==> src/rtl/pipelined_select_biggest_if.sv <==
// Request/result bundle for pipelined_select_biggest.
// master: producer/consumer side; slave: the selector itself.
interface pipelined_select_biggest_if #(
  parameter int SINGLE_WAY_WIDTH_IN_BITS = 4,
  parameter int NUM_WAY                  = 16,
  parameter int NUM_WAY_INDEX_WIDTH      = (NUM_WAY > 1) ? $clog2(NUM_WAY) : 1
) ();
  logic [SINGLE_WAY_WIDTH_IN_BITS*NUM_WAY-1:0] way_flatted_in;
  logic [NUM_WAY-1:0]                          condition_in;
  logic                                        mode_in;
  logic                                        request_valid_in;
  logic                                        request_ready_out;
  logic                                        select_valid_out;
  logic                                        select_ready_in;
  logic [SINGLE_WAY_WIDTH_IN_BITS-1:0]         select_out;
  logic [NUM_WAY_INDEX_WIDTH-1:0]              select_index_out;
  logic                                        select_found_out;

  modport master (
    output way_flatted_in, condition_in, mode_in, request_valid_in, select_ready_in,
    input  request_ready_out, select_valid_out, select_out, select_index_out, select_found_out
  );

  modport slave (
    input  way_flatted_in, condition_in, mode_in, request_valid_in, select_ready_in,
    output request_ready_out, select_valid_out, select_out, select_index_out, select_found_out
  );
endinterface

==> src/rtl/pipelined_select_biggest.sv <==
// Pipelined max/min selector over NUM_WAY ways. One comparator-tree level per
// register stage, heap-indexed: node n combines children 2n (lower) and 2n+1.
// Leaves (P..2P-1) are the padded input ways; node 1 is the root.
module pipelined_select_biggest #(
  parameter int SINGLE_WAY_WIDTH_IN_BITS = 4,
  parameter int NUM_WAY                  = 16,
  parameter int NUM_WAY_INDEX_WIDTH      = (NUM_WAY > 1) ? $clog2(NUM_WAY) : 1
) (
  input logic                       clk_in,
  input logic                       reset_in,
  pipelined_select_biggest_if.slave bus
);
  localparam int W       = SINGLE_WAY_WIDTH_IN_BITS;
  localparam int IW      = NUM_WAY_INDEX_WIDTH;
  localparam int LEVELS  = (NUM_WAY > 1) ? $clog2(NUM_WAY) : 0;
  localparam int LATENCY = (LEVELS > 1) ? LEVELS : 1;
  localparam int P       = 1 << LEVELS;

  logic              stall;
  logic [LATENCY:1]  valid_q;
  logic [W-1:0]      root_val;
  logic [IW-1:0]     root_idx;
  logic              root_cand;

  assign stall                 = bus.select_valid_out & ~bus.select_ready_in;
  assign bus.request_ready_out = ~stall;

  // Stage valid bits: shift on every non-stall edge, bubbles included.
  always_ff @(posedge clk_in) begin
    if (reset_in) begin
      valid_q <= '0;
    end else if (!stall) begin
      valid_q[1] <= bus.request_valid_in;
      for (int unsigned s = 2; s <= LATENCY; s++) begin
        valid_q[s] <= valid_q[s-1];
      end
    end
  end

  if (NUM_WAY == 1) begin : g_single
    logic [W-1:0] val_q;
    logic         cand_q;

    // Single way: one register stage, no comparison needed.
    always_ff @(posedge clk_in) begin
      if (!stall) begin
        val_q  <= bus.way_flatted_in[W-1:0];
        cand_q <= bus.condition_in[0];
      end
    end

    assign root_val  = val_q;
    assign root_idx  = '0;
    assign root_cand = cand_q;
  end else begin : g_tree
    localparam int PW = P * W;

    logic [PW-1:0]     ways_pad;
    logic [P-1:0]      cond_pad;
    logic [LEVELS-1:0] mode_chain;  // mode of data entering level l is mode_chain[l-1]

    logic [W-1:0]  kid_val  [2:2*P-1];
    logic [IW-1:0] kid_idx  [2:2*P-1];
    logic          kid_cand [2:2*P-1];

    logic [W-1:0]  node_val_q  [1:P-1];
    logic [W-1:0]  node_val_d  [1:P-1];
    logic [IW-1:0] node_idx_q  [1:P-1];
    logic [IW-1:0] node_idx_d  [1:P-1];
    logic          node_cand_q [1:P-1];
    logic          node_cand_d [1:P-1];

    // Padding ways beyond NUM_WAY are zero with cand=0, so they never win.
    assign ways_pad      = PW'(bus.way_flatted_in);
    assign cond_pad      = P'(bus.condition_in);
    assign mode_chain[0] = bus.mode_in;

    if (LEVELS > 1) begin : g_mode
      logic [LEVELS-1:1] mode_q;

      // Mode rides alongside the data of each non-root stage.
      always_ff @(posedge clk_in) begin
        if (!stall) begin
          mode_q <= mode_chain[LEVELS-2:0];
        end
      end

      assign mode_chain[LEVELS-1:1] = mode_q;
    end

    // Comparator tree: every node's next value from its two children.
    always_comb begin
      int unsigned n;
      int unsigned lo;
      int unsigned hi;
      logic        h_wins;
      n      = 0;
      lo     = 0;
      hi     = 0;
      h_wins = 1'b0;
      node_val_d  = node_val_q;
      node_idx_d  = node_idx_q;
      node_cand_d = node_cand_q;
      for (int unsigned i = 2; i < P; i++) begin
        kid_val[i]  = node_val_q[i];
        kid_idx[i]  = node_idx_q[i];
        kid_cand[i] = node_cand_q[i];
      end
      for (int unsigned i = P; i < 2*P; i++) begin
        kid_val[i]  = ways_pad[(i-P)*W +: W];
        kid_idx[i]  = IW'(i - P);
        kid_cand[i] = cond_pad[i-P];
      end
      for (int unsigned l = 1; l <= LEVELS; l++) begin
        for (int unsigned k = 0; k < (P >> l); k++) begin
          n  = (P >> l) + k;
          lo = 2 * n;
          hi = lo + 1;
          // Strict compare: ties keep the lower-index node.
          h_wins = kid_cand[hi] & (~kid_cand[lo] |
                   (mode_chain[l-1] ? (kid_val[hi] < kid_val[lo])
                                    : (kid_val[hi] > kid_val[lo])));
          node_val_d[n]  = h_wins ? kid_val[hi] : kid_val[lo];
          node_idx_d[n]  = h_wins ? kid_idx[hi] : kid_idx[lo];
          node_cand_d[n] = kid_cand[lo] | kid_cand[hi];
        end
      end
    end

    // Tree registers hold together with the valid bits during a stall.
    always_ff @(posedge clk_in) begin
      if (!stall) begin
        node_val_q  <= node_val_d;
        node_idx_q  <= node_idx_d;
        node_cand_q <= node_cand_d;
      end
    end

    assign root_val  = node_val_q[1];
    assign root_idx  = node_idx_q[1];
    assign root_cand = node_cand_q[1];
  end

  // Data registers are not reset; gating by valid gives zero outputs after reset.
  assign bus.select_valid_out = valid_q[LATENCY];
  assign bus.select_found_out = valid_q[LATENCY] & root_cand;
  assign bus.select_out       = bus.select_found_out ? root_val : '0;
  assign bus.select_index_out = bus.select_found_out ? root_idx : '0;
endmodule

==> src/flat_wrapper.sv <==
// flat-port wrapper written by rule: the top's interface ports become plain ports
module pipelined_select_biggest_flat 
#(
  parameter int SINGLE_WAY_WIDTH_IN_BITS = 4,
  parameter int NUM_WAY                  = 16,
  parameter int NUM_WAY_INDEX_WIDTH      = (NUM_WAY > 1) ? $clog2(NUM_WAY) : 1
)
  (clk_in, reset_in, bus_way_flatted_in, bus_condition_in, bus_mode_in, bus_request_valid_in, bus_select_ready_in, bus_request_ready_out, bus_select_valid_out, bus_select_out, bus_select_index_out, bus_select_found_out);
  pipelined_select_biggest_if #(.SINGLE_WAY_WIDTH_IN_BITS(SINGLE_WAY_WIDTH_IN_BITS), .NUM_WAY(NUM_WAY), .NUM_WAY_INDEX_WIDTH(NUM_WAY_INDEX_WIDTH)) bus_i ();
  input logic clk_in;
  input logic reset_in;
  input wire logic [$bits(bus_i.way_flatted_in)-1:0] bus_way_flatted_in;
  input wire logic [$bits(bus_i.condition_in)-1:0] bus_condition_in;
  input wire logic [$bits(bus_i.mode_in)-1:0] bus_mode_in;
  input wire logic [$bits(bus_i.request_valid_in)-1:0] bus_request_valid_in;
  input wire logic [$bits(bus_i.select_ready_in)-1:0] bus_select_ready_in;
  output wire logic [$bits(bus_i.request_ready_out)-1:0] bus_request_ready_out;
  output wire logic [$bits(bus_i.select_valid_out)-1:0] bus_select_valid_out;
  output wire logic [$bits(bus_i.select_out)-1:0] bus_select_out;
  output wire logic [$bits(bus_i.select_index_out)-1:0] bus_select_index_out;
  output wire logic [$bits(bus_i.select_found_out)-1:0] bus_select_found_out;
  assign bus_i.way_flatted_in = bus_way_flatted_in;
  assign bus_i.condition_in = bus_condition_in;
  assign bus_i.mode_in = bus_mode_in;
  assign bus_i.request_valid_in = bus_request_valid_in;
  assign bus_i.select_ready_in = bus_select_ready_in;
  assign bus_request_ready_out = bus_i.request_ready_out;
  assign bus_select_valid_out = bus_i.select_valid_out;
  assign bus_select_out = bus_i.select_out;
  assign bus_select_index_out = bus_i.select_index_out;
  assign bus_select_found_out = bus_i.select_found_out;
  pipelined_select_biggest #(.SINGLE_WAY_WIDTH_IN_BITS(SINGLE_WAY_WIDTH_IN_BITS), .NUM_WAY(NUM_WAY), .NUM_WAY_INDEX_WIDTH(NUM_WAY_INDEX_WIDTH)) u_core (.clk_in(clk_in), .reset_in(reset_in), .bus(bus_i));
endmodule
==> config.mk <==
export PLATFORM = sky130hd
export DESIGN_NAME = pipelined_select_biggest_flat
export DESIGN_NICKNAME = d
export VERILOG_FILES = /design/src/rtl/pipelined_select_biggest_if.sv /design/src/rtl/pipelined_select_biggest.sv /design/src/flat_wrapper.sv
export SDC_FILE = /design/constraint.sdc
export NUM_CORES = 1
export LEC_CHECK = 0
export BUFFER_PORTS_ARGS = -buffer_cell sky130_fd_sc_hd__buf_2
export CORE_MARGIN = 1.5
export CORE_UTILIZATION = 58
export DETAILED_ROUTE_END_ITERATION = 10
export PLACE_DENSITY = 0.81
export SETUP_SLACK_MARGIN = 0.1
export SLEW_MARGIN = 20
export SYNTH_ARGS = -nofsm -noshare
export SYNTH_HDL_FRONTEND = slang
export SYNTH_SLANG_ARGS = --single-unit
==> constraint.sdc <==
create_clock -name clk_in -period 4.4 [get_ports clk_in]
set_input_delay 0.44 -clock clk_in [delete_from_list [all_inputs] [get_ports clk_in]]
set_output_delay 0.44 -clock clk_in [all_outputs]
set_load 0.005 [all_outputs]
==> impl_results.md <==
* Status: completed
* Slowest CP cell: o31ai_4
* Top post-synthesis cells by area: edfxtp_1, mux2_2, ha_1, inv_1, o31ai_4
* Number of flops mapped to enable cells by yosys at 104
* Clock root cell: clkbuf_8
* CP Launch Type: flop
* HP Class: input pin to flop
* Clock Skew at 14.9 ps
* Sw Ratio at 0.273
* Synth Instances at 470
* Htree depth at 3
* Share of the synthesized area in the top cell type at 0.501
* Setup_tns at 0 ps
* Post-CTS sizing at 0
* Seq/Total Area, Yosys at 0.514
* Most numerous cell in the Yosys netlist: edfxtp_1
* Worst EP arrival at 2410 ps
* Part of the cycle the worst path needs at 0.523
* Seq pwr share at 0.540
* #FFs+latches synth at 108
* Synth Area per Inst at 13.3 µm²
* RSZ-0062 raised after global routing: no
* RR Startpoint: u_core.g_tree.kid_val[97]
* CTS Hold Buffers Added at 0
* Die area at 0.0114 mm²
* Clk_lat worst skew at 360 ps
* Placed cells at 700
* Post-synthesis net count at 615
* Reg-to-reg slack, setup at 2100 ps
* Yosys cell types at 19
* Post-synth top cells: edfxtp_1, inv_1, mux2_2, ha_1, a21oi_1
* Vias in the first global route at 3953
* Detailed Route Iter0 Violations at 104
* Worst slew pin tran at 931 ps
* Family with the most delay on the worst path: compound AO/OA/AOI/OAI gates
* Rel. slew slack at 0.379
* Slew Viols, Final at 0
* Max Fclk at 434 MHz
* DR pass1 iterations at 4
* Vias per std cell at 5.44
* Final-report setup violation count at 0
* CP max stage delay at 440 ps
* Setup Crit Path Kind: flop to flop
* Post CTS Setup Buffer Count at 0
* Max rail drop VDD at 206 µV
* Primary FF master, synth: edfxtp_1
* Detailed Place HPWL at 8.22 mm
* Final Power at 2670 µW
* Via count at 3892
* Post-route insts no fill at 716
* Req. time, crit path at 4510 ps
* DIE HEIGHT at 107 µm
* GRT Util Overall at 0.192
* Clock buffer depth at 2
* Die Wd at 107 µm
* Layout cells sized above 1 at 0.371
* Buf/Inv on CP at 0
* Worst Hold End: u_core.valid_q[4]
* Pwr/cell area at 378 mW/mm²
* Ant. Diodes at 0
* Async set or reset register ratio after synthesis at 0
* Crit path depth at 6
* Logic gate share of total power at 0.260
* Grt ovf at 0
* FF-to-FF path depth at 6
* P_leak at 0.00330 µW
* Sink Count at 108
* Core Rows at 37
* CTS tree: built
* Drt drc at 0
* PortBufs at 95
* Synth area leader: edfxtp_1
* Mapped Area at 0.00623 mm²
* Max Cap Viol at 0
* Clock power share at 0.200
* Initial antenna violation count at 0
* Synth Warn # at 0
* Initial core utilization at 0.601
* Worst hold path depth at 2
* Internal cell power at 1940 µW
* Area grow syn2layout at 13.2%
* Final Hold Fails at 0
* Nets at 720
* DRT antenna net count at 0
* Per-cell routed wire length at 14.5 µm
* Routed wire length at 10.4 mm
* Minimum clock period at 2300 ps
* Clk slew on worst S/H paths at 90 ps
* Critical Path Fanout Max at 7
* Num CTS Buffers at 9
* Placer Congestion at 0.830
* Crit end category: flop
* First-pass GRT wire length at 17.4 mm
* CP cell instances: ha_1 -> nor2b_1 -> o211ai_1 -> a21oi_1 -> o31ai_4 -> mux2_2
* Core area at 0.0104 mm²
* NetSw at 728 µW
* Largest net degree at the start of global routing at 79
* Worst R2R End: u_core.g_tree.kid_val[112]
* Hold path startpoint: reset_in
* Top-Level Pins at 96
routing by layer:
metal | up-vias | GRT usage | part of all wire
met5 | - | 0 | 0
met4 | 0 | 0.0486 | 0.0064
met3 | 6 | 0.0371 | 0.028
met2 | 65 | 0.353 | 0.52
met1 | 1870 | 0.232 | 0.45
li1 | 1951 | - | -
registers in the layout, summed over array words and instances, names as in the netlist:
signal	flops
u_core.g_tree.kid_cand	14
u_core.g_tree.kid_val	56
u_core.g_tree.kid_idx	22
u_core.root_cand	1
u_core.root_val	4
u_core.valid_q	4
u_core.g_tree.g_mode.mode_q	3
u_core.root_idx	4
cell families after synthesis:
group / Yosys count / share of synthesized area
flip-flops: 108 / 0.514
buffers and inverters: 93 / 0.0562
AO/OA/AOI/OAI: 75 / 0.118
multiplexers: 74 / 0.133
adder cells (fa/ha/maj): 60 / 0.120
AND/OR/NAND/NOR: 60 / 0.0584
cells in the final DEF (no fill, tap or decap), types with 3 or more instances in the layout:
cell type  synthesis  final
dfxtp_1            4      4
or2_2             15     15
a21oi_1           30     30
ha_1              60     60
o31ai_4           15     15
nor2_1             5      5
buf_2              0     95
a41o_1            14     14
inv_1             91     90
edfxtp_1         104    104
nor2b_1           16     16
mux2_2            71     71
clkbuf_8           0      9
o211ai_1          15     15
and3_1            22     22
mux2i_1            3      3
clkinv_4           0      3
worst max path at each step:
stage	end	start
3_5_place_dp	u_core.g_tree.kid_val[77]	bus_way_flatted_in[33]
3_3_place_gp	u_core.g_tree.kid_val[81]	bus_way_flatted_in[25]
5_1_grt	bus_request_ready_out	u_core.valid_q[4]
6_report	u_core.g_tree.kid_val[112]	u_core.g_tree.kid_val[97]
2_1_floorplan	u_core.g_tree.g_mode.mode_q[1]	u_core.valid_q[4]
4_1_cts	u_core.g_tree.kid_val[112]	u_core.g_tree.kid_val[97]
cell type report:
class / count / area [µm²]
timing repair buffer: 96 / 483
clock inverter: 6 / 48.8
multi-input combinational: 269 / 2680
clock buffer: 10 / 128
inverter: 91 / 344
fill: 791 / 3320
sequential: 108 / 3200
tap: 136 / 170
power groups by stage:
| stage | clock (µW) | combinational (µW) | sequential, µW |
|---|---|---|---|
| detailed placement | 0 | 690 | 1460 |
| global placement | 0 | 650 | 1460 |
| CTS | 549 | 699 | 1440 |
| global route | 580 | 767 | 1460 |
| finish | 533 | 694 | 1440 |
| floorplan | 0 | 531 | 1420 |
per-stage QoR:
| step | setup slack, ps | cell area, µm² | hold WS (ps) | util |
|---|---|---|---|---|
| floorplan | 1230 | 6230 | 440 | - |
| global placement | 2140 | 6880 | 454 | 0.663 |
| detailed placement | 2070 | 6880 | 454 | 0.663 |
| CTS | 2100 | 7050 | 260 | 0.680 |
| global route | 1960 | 7050 | 269 | 0.680 |
| finish | 2100 | 7050 | 276 | 0.680 |
worst reg2reg max path: stages, from the launching register on:
cell and delay [ps]:
edfxtp_1 420, ha_1 330, nor2b_1 140, o211ai_1 190, a21oi_1 140, o31ai_4 440, mux2_2 410
Power figures use the tool's default switching activity.
